[src/rtl/mul_ucode_seq_if.sv]
// mul_ucode_seq_if: decoder-to-multiply-sequencer request and writeback bundle
interface mul_ucode_seq_if #(parameter int DATA_W = 32);
  logic              mul_trigger;
  logic [1:0]        mul_type;
  logic              set_flags;
  logic [3:0]        dest_reg;
  logic [DATA_W-1:0] src1_data;
  logic [DATA_W-1:0] src2_data;
  logic [15:0]       imm;
  logic              flush;
  logic              stall;
  logic              wb_en;
  logic [3:0]        wb_reg;
  logic [DATA_W-1:0] wb_data;
  logic [DATA_W-1:0] prod_hi;
  logic              flag_wr;
  logic              flag_n;
  logic              flag_z;
  modport master (
    output mul_trigger, mul_type, set_flags, dest_reg, src1_data, src2_data, imm, flush,
    input  stall, wb_en, wb_reg, wb_data, prod_hi, flag_wr, flag_n, flag_z
  );
  modport slave (
    input  mul_trigger, mul_type, set_flags, dest_reg, src1_data, src2_data, imm, flush,
    output stall, wb_en, wb_reg, wb_data, prod_hi, flag_wr, flag_n, flag_z
  );
endinterface

[src/rtl/mul_ucode_seq.sv]
// mul_ucode_seq: radix-2 shift-add multiply sequencer with single writeback and flag update
module mul_ucode_seq #(
  parameter int DATA_W = 32,
  parameter int CNT_W  = 6
) (
  input logic clk,
  input logic rst,
  mul_ucode_seq_if.slave bus
);
  typedef enum logic [1:0] {IDLE, CALC, FIX, WB} state_t;
  state_t              state;
  logic [CNT_W-1:0]    cnt;
  logic [DATA_W-1:0]   acc_hi, acc_lo, mcand, mplier;
  logic                sign, sf_q;
  logic                is_s;
  logic [DATA_W-1:0]   op_b, mag_a, mag_b;
  logic [DATA_W:0]     sum;
  logic [2*DATA_W-1:0] prod;
  // operand selection, magnitudes, partial-sum adder and final sign fix
  always_comb begin
    is_s  = bus.mul_type[1];
    op_b  = bus.mul_type[0] ? bus.src2_data
          : is_s ? {{(DATA_W-16){bus.imm[15]}}, bus.imm} : {{(DATA_W-16){1'b0}}, bus.imm};
    mag_a = (is_s & bus.src1_data[DATA_W-1]) ? -bus.src1_data : bus.src1_data;
    mag_b = (is_s & op_b[DATA_W-1]) ? -op_b : op_b;
    sum   = {1'b0, acc_hi} + (mcand[0] ? {1'b0, mplier} : '0);
    prod  = sign ? -{acc_hi, acc_lo} : {acc_hi, acc_lo};
  end
  assign bus.stall = (state == CALC) | (state == FIX) | ((state == IDLE) & bus.mul_trigger);
  // sequencer FSM with registered writeback outputs
  always_ff @(posedge clk or posedge rst) begin
    if (rst) begin
      state       <= IDLE;
      cnt         <= '0;
      acc_hi      <= '0;
      acc_lo      <= '0;
      mcand       <= '0;
      mplier      <= '0;
      sign        <= 1'b0;
      sf_q        <= 1'b0;
      bus.wb_en   <= 1'b0;
      bus.wb_reg  <= '0;
      bus.wb_data <= '0;
      bus.prod_hi <= '0;
      bus.flag_wr <= 1'b0;
      bus.flag_n  <= 1'b0;
      bus.flag_z  <= 1'b0;
    end else begin
      bus.wb_en   <= 1'b0;
      bus.flag_wr <= 1'b0;
      case (state)
        IDLE: if (bus.mul_trigger && !bus.flush) begin
          state      <= CALC;
          cnt        <= '0;
          acc_hi     <= '0;
          acc_lo     <= '0;
          mcand      <= mag_a;
          mplier     <= mag_b;
          sign       <= is_s & (bus.src1_data[DATA_W-1] ^ op_b[DATA_W-1]);
          sf_q       <= bus.set_flags;
          bus.wb_reg <= bus.dest_reg;
        end
        CALC: if (bus.flush) state <= IDLE;
        else begin
          acc_hi <= sum[DATA_W:1];
          acc_lo <= {sum[0], acc_lo[DATA_W-1:1]};
          mcand  <= mcand >> 1;
          cnt    <= cnt + 1'b1;
          state  <= (cnt == CNT_W'(DATA_W-1)) ? FIX : CALC;
        end
        FIX: if (bus.flush) state <= IDLE;
        else begin
          state       <= WB;
          bus.wb_en   <= 1'b1;
          bus.wb_data <= prod[DATA_W-1:0];
          bus.prod_hi <= prod[2*DATA_W-1:DATA_W];
          bus.flag_wr <= sf_q;
          bus.flag_n  <= prod[DATA_W-1];
          bus.flag_z  <= prod[DATA_W-1:0] == '0;
        end
        default: state <= IDLE;
      endcase
    end
  end
endmodule
[src/flat_wrapper.sv]
// flat-port wrapper written by rule: the top's interface ports become plain ports
module mul_ucode_seq_flat 
#(
  parameter int DATA_W = 32,
  parameter int CNT_W  = 6
)
  (clk, rst, bus_mul_trigger, bus_mul_type, bus_set_flags, bus_dest_reg, bus_src1_data, bus_src2_data, bus_imm, bus_flush, bus_stall, bus_wb_en, bus_wb_reg, bus_wb_data, bus_prod_hi, bus_flag_wr, bus_flag_n, bus_flag_z);
  mul_ucode_seq_if #(.DATA_W(DATA_W)) bus_i ();
  input logic clk;
  input logic rst;
  input wire logic [$bits(bus_i.mul_trigger)-1:0] bus_mul_trigger;
  input wire logic [$bits(bus_i.mul_type)-1:0] bus_mul_type;
  input wire logic [$bits(bus_i.set_flags)-1:0] bus_set_flags;
  input wire logic [$bits(bus_i.dest_reg)-1:0] bus_dest_reg;
  input wire logic [$bits(bus_i.src1_data)-1:0] bus_src1_data;
  input wire logic [$bits(bus_i.src2_data)-1:0] bus_src2_data;
  input wire logic [$bits(bus_i.imm)-1:0] bus_imm;
  input wire logic [$bits(bus_i.flush)-1:0] bus_flush;
  output wire logic [$bits(bus_i.stall)-1:0] bus_stall;
  output wire logic [$bits(bus_i.wb_en)-1:0] bus_wb_en;
  output wire logic [$bits(bus_i.wb_reg)-1:0] bus_wb_reg;
  output wire logic [$bits(bus_i.wb_data)-1:0] bus_wb_data;
  output wire logic [$bits(bus_i.prod_hi)-1:0] bus_prod_hi;
  output wire logic [$bits(bus_i.flag_wr)-1:0] bus_flag_wr;
  output wire logic [$bits(bus_i.flag_n)-1:0] bus_flag_n;
  output wire logic [$bits(bus_i.flag_z)-1:0] bus_flag_z;
  assign bus_i.mul_trigger = bus_mul_trigger;
  assign bus_i.mul_type = bus_mul_type;
  assign bus_i.set_flags = bus_set_flags;
  assign bus_i.dest_reg = bus_dest_reg;
  assign bus_i.src1_data = bus_src1_data;
  assign bus_i.src2_data = bus_src2_data;
  assign bus_i.imm = bus_imm;
  assign bus_i.flush = bus_flush;
  assign bus_stall = bus_i.stall;
  assign bus_wb_en = bus_i.wb_en;
  assign bus_wb_reg = bus_i.wb_reg;
  assign bus_wb_data = bus_i.wb_data;
  assign bus_prod_hi = bus_i.prod_hi;
  assign bus_flag_wr = bus_i.flag_wr;
  assign bus_flag_n = bus_i.flag_n;
  assign bus_flag_z = bus_i.flag_z;
  mul_ucode_seq #(.DATA_W(DATA_W), .CNT_W(CNT_W)) u_core (.clk(clk), .rst(rst), .bus(bus_i));
endmodule
[config.mk]
export PLATFORM = sky130hd
export DESIGN_NAME = mul_ucode_seq_flat
export DESIGN_NICKNAME = d
export VERILOG_FILES = /design/src/rtl/mul_ucode_seq_if.sv /design/src/rtl/mul_ucode_seq.sv /design/src/flat_wrapper.sv
export SDC_FILE = /design/constraint.sdc
export NUM_CORES = 1
export LEC_CHECK = 0
export BUFFER_PORTS_ARGS = -buffer_cell sky130_fd_sc_hd__buf_2
export CAP_MARGIN = 25
export CORE_UTILIZATION = 35
export CTS_CLUSTER_DIAMETER = 60
export CTS_CLUSTER_SIZE = 30
export DETAILED_ROUTE_END_ITERATION = 8
export HOLD_SLACK_MARGIN = 0.03
export SYNTH_ARGS = -nofsm -noshare
export SYNTH_HDL_FRONTEND = slang
export SYNTH_SLANG_ARGS = --single-unit
[constraint.sdc]
create_clock -name clk -period 16.36 [get_ports clk]
set_input_delay 3.272 -clock clk [delete_from_list [all_inputs] [get_ports clk]]
set_output_delay 3.272 -clock clk [all_outputs]
set_load 0.005 [all_outputs]
==> metrics.csv, run 1 <==
metric;value;unit
postCtsSetupBuffers;0;
synthXorXnorAreaFrac;0.0929;
grt_overflow_total;0;
diodes;0;
synth_ff_type;dfrtp_1;
setup_viol;0;
worst_pin_slew;0.866;ns
area_growth_syn_to_layout;15.4;%
power_density;146;mW/mm^2
fillers;3909;
dr.pass1.iters;5;
grt_pass1_vias;10600;
nNetsFinal;1865;
cts.clk_slew.worst_paths;0.07;ns
cts.sinks;209;
end_kind;primary output;
antenna_found_initial;0;
io_pins;164;
drt-initial-drc-count;646;
syn-cell-area;0.0134;mm^2
rsz0062_at_grt;false;
path_max_fanout;4;
die_area;0.0391;mm^2
final_area;0.0155;mm^2
synth-async-reset-ratio;1.00;
synth_commonest_cells;nand2_1 (334), dfrtp_1 (209), o21ai_0 (206), a21oi_1 (95), xor2_1 (89);
fin_crit_sh;0.428;
drc;0;
portBuffers;163;
synthSimpleGateAreaFrac;0.238;
wl_per_cell;15.3;um
core_area;0.0377;mm^2
cts-root-buf;clkbuf_16;
cts_resized;0;
ant_nets;0;
die_w;198;um
period_minus_slack;7.00;ns
synth-compound-area-share;0.188;
synth_top_family_by_area;simple AND/OR/NAND/NOR gates;
fin_skew;0.0218;ns
cts_buffers;25;
hold_path_class;register to register;
dp.final_hpwl;25300;um
yosysTopAreaCell;dfrtp_1;
finalHoldViolCount;0;
gp_congestion;0.879;
drive_gt1_frac;0.147;
placed_cell_area;0.0146;mm^2
ys_seq_area_frac;0.390;
cap_violations;0;
syn_nets;1760;
synth.avg_cell_area;8.23;um^2
cts_hold_buf;0;
synth-edff-count;0;
ys_ff_latch;209;
finalSetupTns;0;ns
outcome;complete, no violations;
ys_warn_count;0;
power.leakage;7.25;nW
synth_cell_types;84;
yosys.area.top_type_share;0.390;
grt_max_degree;97;
grt_usage;0.178;
cp.arrival;3.73;ns
grt_pass1_wl;56400;um
synth_cells;1627;
ir_drop;76.0;uV
power;0.00225;W
worstSetupPathType;input pin to primary output;
start_util;0.356;
slew_violations;0;
seq_area;0.00523;mm^2
cts_tree;done;
rows;71;
required;13.09;ns
multiInputGateArea;0.00770;mm^2
vias;11700;
synth.most_common_cell;nand2_1;
clockBufferDepth;3;
start_kind;input pin;
drt_wl_total;34700;um
relSlewSlack;0.421;
die_y;198;um
h-tree-depth;1;
netlist_top_cells_area;dfrtp_1 (39%), nand2_1 (9.4%), o21ai_0 (7.7%), xor2_1 (5.8%), ha_1 (3.8%);
clkLatencyLatePin;0.54;ns
avgViaCountPerCell;5.17;
fmax;0.143;GHz
yosys-mux-area-fraction;0.0144;
synthAdderAreaFrac;0.0398;
## power by group
| part | leakage (nW) | switching, W | internal (W) |
|---|---|---|---|
| clock network | 0.424 | 0.000262 | 0.000321 |
| registers | 2.73 | 0.000135 | 0.000663 |
| logic | 4.09 | 0.000541 | 0.000331 |
| total | 7.25 | 0.000939 | 0.00131 |
## final timing paths
path / cells after the start / slack [ns] / to / from
worst max-delay path: 4 / 9.36 / bus_stall / bus_mul_trigger
worst min-delay path: 2 / 0.47 / u_core.bus.wb_data[26] / u_core.bus.wb_data[26]
worst max register to register: 14 / 12.74 / u_core.acc_hi[31] / u_core.mcand[0]
worst min register to register: 2 / 0.47 / u_core.bus.wb_data[26] / u_core.bus.wb_data[26]
max in group asynchronous: 4 / 11.49 / u_core.sign / rst
min in group asynchronous: 2 / 2.84 / u_core.bus.wb_data[27] / rst
## cell usage in the layout (no fill, tap or decap), types with 5 or more instances in the layout
master | Yosys | layout
a21oi_1 | 95 | 94
xor2_1 | 89 | 89
o22ai_1 | 7 | 7
o41ai_1 | 8 | 8
nand2b_1 | 19 | 19
inv_6 | 0 | 5
and3_1 | 7 | 7
nor2b_1 | 9 | 9
nor3_1 | 32 | 32
nor3b_1 | 7 | 7
dfrtp_1 | 209 | 208
or2_2 | 7 | 7
o21ai_0 | 206 | 206
nor2_1 | 83 | 83
nand4_1 | 10 | 10
ha_1 | 41 | 40
buf_2 | 4 | 163
o31ai_1 | 33 | 33
or3_1 | 17 | 17
or4_1 | 12 | 12
nand2_1 | 334 | 332
clkbuf_16 | 0 | 25
nand3_1 | 52 | 51
and2_1 | 35 | 35
xnor2_1 | 53 | 53
a21o_1 | 12 | 12
buf_4 | 1 | 12
mux2i_1 | 17 | 17
inv_1 | 24 | 23
a31oi_1 | 12 | 12
nor4_1 | 14 | 14
## cells by family (layout without fill, tap and decap cells)
family	Yosys count	in the layout
AND/OR/NAND/NOR	665	665
AO/OA/AOI/OAI	428	428
flip-flops	209	209
XOR/XNOR	142	142
buffers and inverters	122	246
adder cells (fa/ha/maj)	42	42
multiplexers	19	19
## per-stage QoR
stage               hold WS, ns  cells  setup WS, ns  utilization
floorplan                 0.437   1627          7.38            -
global placement          0.455   2216          9.36        0.387
detailed placement        0.461   2216          9.36        0.387
CTS                       0.477   2262          9.36        0.410
global route              0.496   2262          9.30        0.410
finish                    0.472   2262          9.36        0.410
## layout make-up
cell class,count,area share
multi-input combinational,1296,0.498
timing repair buffer,175,0.0586
clock inverter,18,0.0149
inverter,25,0.00656
tap,511,0.0414
sequential,209,0.338
clock buffer,28,0.0419
## metal layers
layer / vias to the layer above / global-route usage / wire, um
li1: 5917 / - / -
met1: 5488 / 0.259 / 17100
met2: 243 / 0.279 / 15500
met3: 40 / 0.0205 / 1460
met4: 0 / 0.0419 / 654
met5: - / 0 / 0
## worst max-delay path, cell delays in order
cell and delay, ns:
buf_2 0.12, nand2_1 0.14, nand2b_1 0.07, buf_2 0.12
No activity file was read; power rests on OpenSTA's default activity.
==> inputs of run 2 (changes only) <==
==> constraint.sdc (replaced) <==
create_clock -name clk -period 7.09 [get_ports clk]
set_input_delay 1.418 -clock clk [delete_from_list [all_inputs] [get_ports clk]]
set_output_delay 1.418 -clock clk [all_outputs]
set_load 0.005 [all_outputs]
==> run 2 against run 1 <==
- largest cell class unchanged
- sequential cell count is the same
- critical path depth grew 6
- final area grew 0.49%
- combinational power grew 130%
- clock power grew 140%
- clock skew grew 0.0082 ns
- setup slack lost 6.1 ns
- core utilization grew 0.20 points
- global-route usage grew 0.24 points
- die area is the same
==> metrics.csv, run 2 (same netlist as run 1, synthesis figures left out) <==
metric;value;unit
outcome;complete, no violations;
drt-initial-drc-count;606;
critical_path.startpoint;bus_mul_type[0];
avgViaCountPerCell;5.17;
core_area;0.0377;mm^2
clockBufferDepth;3;
drt_wl_total;35400;um
cts_buffers;27;
crit_chain;buf_2, buf_4, nor3b_1, o21ai_0, or4b_1, or3_4, a211o_1, o21bai_1, xor2_1, o21ai_1;
final_area;0.0155;mm^2
area_growth_syn_to_layout;16.0;%
fin_util;0.412;
worstSetupPathType;input pin to register;
dr.pass1.iters;7;
rsz0062_at_grt;false;
grt_overflow_total;0;
cp_num_buf_inv;2;
portBuffers;163;
cap_violations;0;
grt_usage;0.180;
grt_pass1_wl;57200;um
placed_cell_area;0.0146;mm^2
crit_end;u_core.mplier[30];
nNetsFinal;1866;
finalSetupTns;0;ns
power;0.00530;W
final_cells;2265;
cts.sinks;209;
vias;11700;
cp.arrival;4.22;ns
grt_pass1_vias;10900;
fin_skew;0.0300;ns
reg2reg_from;u_core.mcand[0];
cts-root-buf;clkbuf_16;
final_common_cell;nand2_1;
h-tree-depth;1;
die_area;0.0391;mm^2
ant_nets;0;
diodes;0;
cts_hold_buf;0;
die_y;198;um
gp_congestion;0.899;
crit_slowest_cell;or4b_1;
postCtsSetupBuffers;0;
slew_violations;0;
hold_depth;2;
rows;71;
power.leakage;7.28;nW
finalHoldViolCount;0;
power_density;341;mW/mm^2
required;7.53;ns
relSlewSlack;0.348;
io_pins;164;
drive_gt1_frac;0.149;
reg2reg_depth;14;
start_kind;input pin;
ir_drop;172;uV
hold_path_class;register to register;
period_minus_slack;3.79;ns
cts_tree;done;
fin_crit_sh;0.534;
worst_pin_slew;0.977;ns
clkLatencyLatePin;0.57;ns
max_stage_delay;0.52;ns
cp.depth;10;
wl_per_cell;15.6;um
dp_cells;2214;
start_util;0.356;
fillers;3892;
dp.final_hpwl;25400;um
cp_top_family;simple AND/OR/NAND/NOR gates;
final_cell_mix;nand2_1 (332), dfrtp_1 (208), o21ai_0 (206);
antenna_found_initial;1;
fmax;0.264;GHz
setup_viol;0;
cts_resized;0;
grt_max_degree;150;
rr_endpoint;u_core.acc_hi[31];
drc;0;
rrSetupSlack;3.54;ns
die_w;198;um
end_kind;register;
path_max_fanout;62;
cts.clk_slew.worst_paths;0.06;ns
## run 2: cell count changes in the layout (fill, tap and decap cells not counted), moves of 2 or more
cell,change
buf_4,-3
clkinv_2,+3
clkinvlp_4,+3
inv_12,-3
clkbuf_16,+2
clkinv_4,-2
clkinv_8,-2
inv_6,+2
## run 2: cell type report
class	instances	area (um^2)	area share
multi-input cells	1296	7700	0.496
clock buffers	28	679	0.0437
well taps	511	639	0.0412
flip-flops and latches	209	5230	0.337
clock inverters	22	251	0.0162
repair buffers	174	931	0.0599
inverters	25	97.6	0.00628
## run 2: worst min-delay path, stage by stage (launching register included)
cell and delay (ns):
dfrtp_1 0.34, nand2_1 0.04, o21ai_0 0.06
## run 2: stage by stage
| step | hold slack, ns | worst slack [ns] |
|---|---|---|
| after global placement | 0.455 | 2.78 |
| after detailed placement | 0.461 | 2.74 |
| after global routing | 0.491 | 3.06 |
| after CTS | 0.476 | 3.32 |
| final | 0.470 | 3.30 |
| after floorplan | 0.437 | 2.27 |
## run 2: power by group
| group | internal (W) | switching [W] | total [W] |
|---|---|---|---|
| combinational | 0.000762 | 0.00128 | 0.00204 |
| sequential | 0.00153 | 0.000311 | 0.00184 |
| clock | 0.000807 | 0.000614 | 0.00142 |
## run 2: how the worst min path moves through the flow
stage                           startpoint                      to
floorplan                      u_core.sf_q             u_core.sf_q
global placement     u_core.bus.wb_data[8]   u_core.bus.wb_data[8]
detailed placement  u_core.bus.wb_data[12]  u_core.bus.wb_data[12]
CTS                 u_core.bus.wb_data[12]  u_core.bus.wb_data[12]
global route        u_core.bus.wb_data[25]  u_core.bus.wb_data[25]
finish              u_core.bus.wb_data[29]  u_core.bus.wb_data[29]
## run 2: per-layer routing
layer  vias up  GRT usage  part of all wire
met2       272      0.279              0.44
met4         0     0.0382             0.017
met1      5479      0.265              0.50
met5         -          0                 0
met3        41     0.0242             0.045
li1       5920          -                 -
==> inputs of run 3 (changes only) <==
==> constraint.sdc (replaced) <==
create_clock -name clk -period 3.48 [get_ports clk]
set_input_delay 0.696 -clock clk [delete_from_list [all_inputs] [get_ports clk]]
set_output_delay 0.696 -clock clk [all_outputs]
set_load 0.005 [all_outputs]
==> run 3 against run 2 <==
- sequential share of layout area fell by 0.20 points
- hold slack got worse by 0.14 ns
- count of clock-buffer cells in the layout fell by 3
- critical endpoint is now u_core.acc_hi[25]
- cell count up 0.53%
==> metrics.csv, run 3 (same netlist as run 1, synthesis figures left out) <==
metric;value;unit
rr_endpoint;u_core.acc_hi[25];
path_max_fanout;13;
power_density;679;mW/mm^2
antenna_found_initial;0;
start_kind;register;
critical_path.startpoint;u_core.mcand[0];
max_stage_delay;0.48;ns
dr.pass1.iters;5;
reg2reg_depth;14;
fmax;0.318;GHz
crit_chain;and2_1, ha_1, inv_1, fa_1, nor2b_1, o31a_1, o31ai_2, a2111oi_0, buf_4, o31ai_1, a21oi_1, nor2_1, xor2_1, o21ai_0;
vias;11600;
die_y;198;um
final_cell_mix;nand2_1 (332), dfrtp_1 (207), o21ai_0 (206);
drc;0;
cp_num_buf_inv;2;
ant_nets;0;
worst_pin_slew;0.726;ns
grt_pass1_vias;10600;
reg2reg_from;u_core.mcand[0];
cts_buffers;22;
end_kind;register;
h-tree-depth;1;
start_util;0.356;
grt_max_degree;122;
hold_path_class;input pin to asynchronous set/reset pin;
grt_overflow_total;0;
finalSetupTns;0;ns
finalHoldViolCount;0;
cts.clk_slew.worst_paths;0.08;ns
die_w;198;um
fin_crit_sh;0.905;
cp.arrival;3.52;ns
period_minus_slack;3.15;ns
seqPwrFrac;0.353;
ir_drop;297;uV
grt_pass1_wl;55800;um
worstSetupPathType;register to register;
relSlewSlack;0.516;
cts.sinks;209;
cp.depth;14;
drt_wl_total;34400;um
cts-root-buf;clkbuf_16;
core_area;0.0377;mm^2
wl_per_cell;15.1;um
rrSetupSlack;0.33;ns
required;3.85;ns
crit_end;u_core.acc_hi[25];
cts_resized;0;
cts_hold_buf;0;
power.leakage;7.34;nW
outcome;complete, no violations;
cts_tree;done;
fillers;3886;
postCtsSetupBuffers;0;
die_area;0.0391;mm^2
cp_top_family;compound AO/OA/AOI/OAI gates;
drive_gt1_frac;0.157;
switchingPower;0.00432;W
clockBufferDepth;3;
area_growth_syn_to_layout;16.7;%
avgViaCountPerCell;5.10;
rows;71;
portBuffers;163;
combPwrFrac;0.395;
gp_congestion;0.871;
io_pins;164;
power_frac_clock;0.252;
slew_violations;0;
dp.final_hpwl;25600;um
fin_skew;0.0323;ns
crit_slowest_cell;dfrtp_2;
final_common_cell;nand2_1;
cap_violations;0;
switching_share;0.407;
nNetsFinal;1884;
grt_usage;0.175;
clkLatencyLatePin;0.53;ns
drt-initial-drc-count;622;
rsz0062_at_grt;false;
setup_viol;0;
power;0.0106;W
diodes;0;
power.internal;0.00629;W
==> run 3: cell types whose count changed in the layout (fill, tap and decap cells not counted), sizes merged <==
| cell | before | now |
|---|---|---|
| clkinv | 5 | 4 |
| bufinv | 2 | 4 |
| clkbuf | 28 | 25 |
| inv | 36 | 30 |
| clkinvlp | 4 | 1 |
| buf | 174 | 197 |
==> run 3: metal layers <==
| metal | vias to the layer above | wire length (um) | GRT usage |
|---|---|---|---|
| met5 | - | 0 | 0 |
| met4 | 0 | 490 | 0.0333 |
| met3 | 33 | 1460 | 0.0201 |
| met2 | 240 | 14900 | 0.266 |
| met1 | 5412 | 17600 | 0.266 |
| li1 | 5937 | - | - |
==> run 3: layout make-up <==
class	instances	area (um^2)	share of cell area
Sequential cell	209	5230	0.335
Tap cell	511	639	0.0409
Inverter	25	97.6	0.00624
Clock buffer	25	583	0.0373
Multi-Input combinational cell	1296	7710	0.494
Timing Repair Buffer	197	1120	0.0714
Clock inverter	14	246	0.0158
==> run 3: worst min-delay path, delay by kind of cell <==
kind / cells / cell delay, ns
buffers and inverters: 3 / 0.60
==> run 3: worst min-delay path by stage <==
| stage | from | to | depth (start not counted) |
|---|---|---|---|
| floorplan | u_core.sf_q | u_core.sf_q | 2 |
| global placement | u_core.mplier[21] | u_core.mplier[21] | 2 |
| detailed placement | u_core.bus.wb_data[8] | u_core.bus.wb_data[8] | 2 |
| CTS | bus_dest_reg[2] | u_core.bus.wb_reg[2] | 3 |
| global route | bus_dest_reg[3] | u_core.bus.wb_reg[3] | 3 |
| finish | rst | u_core.acc_lo[22] | 3 |
==> run 3: per-stage QoR <==
step / hold WS, ns / util / instances / cell area (um^2) / worst slack, ns
3_5_place_dp: 0.458 / 0.392 / 2237 / 14800 / 0.198
2_1_floorplan: 0.437 / - / 1627 / 13400 / -0.0227
4_1_cts: 0.359 / 0.414 / 2276 / 15600 / 0.169
3_3_place_gp: 0.455 / 0.392 / 2237 / 14800 / 0.194
5_1_grt: 0.374 / 0.415 / 2277 / 15600 / 0.0226
6_report: 0.326 / 0.415 / 2277 / 15600 / 0.331
==> run 3: power groups by stage <==
stage | combinational [W] | sequential [W] | clock [W]
2_1_floorplan | 0.00305 | 0.00356 | 0
3_3_place_gp | 0.00416 | 0.00377 | 0
3_5_place_dp | 0.00422 | 0.00379 | 0
4_1_cts | 0.00423 | 0.00375 | 0.00275
5_1_grt | 0.00475 | 0.00385 | 0.00282
6_report | 0.00419 | 0.00375 | 0.00267
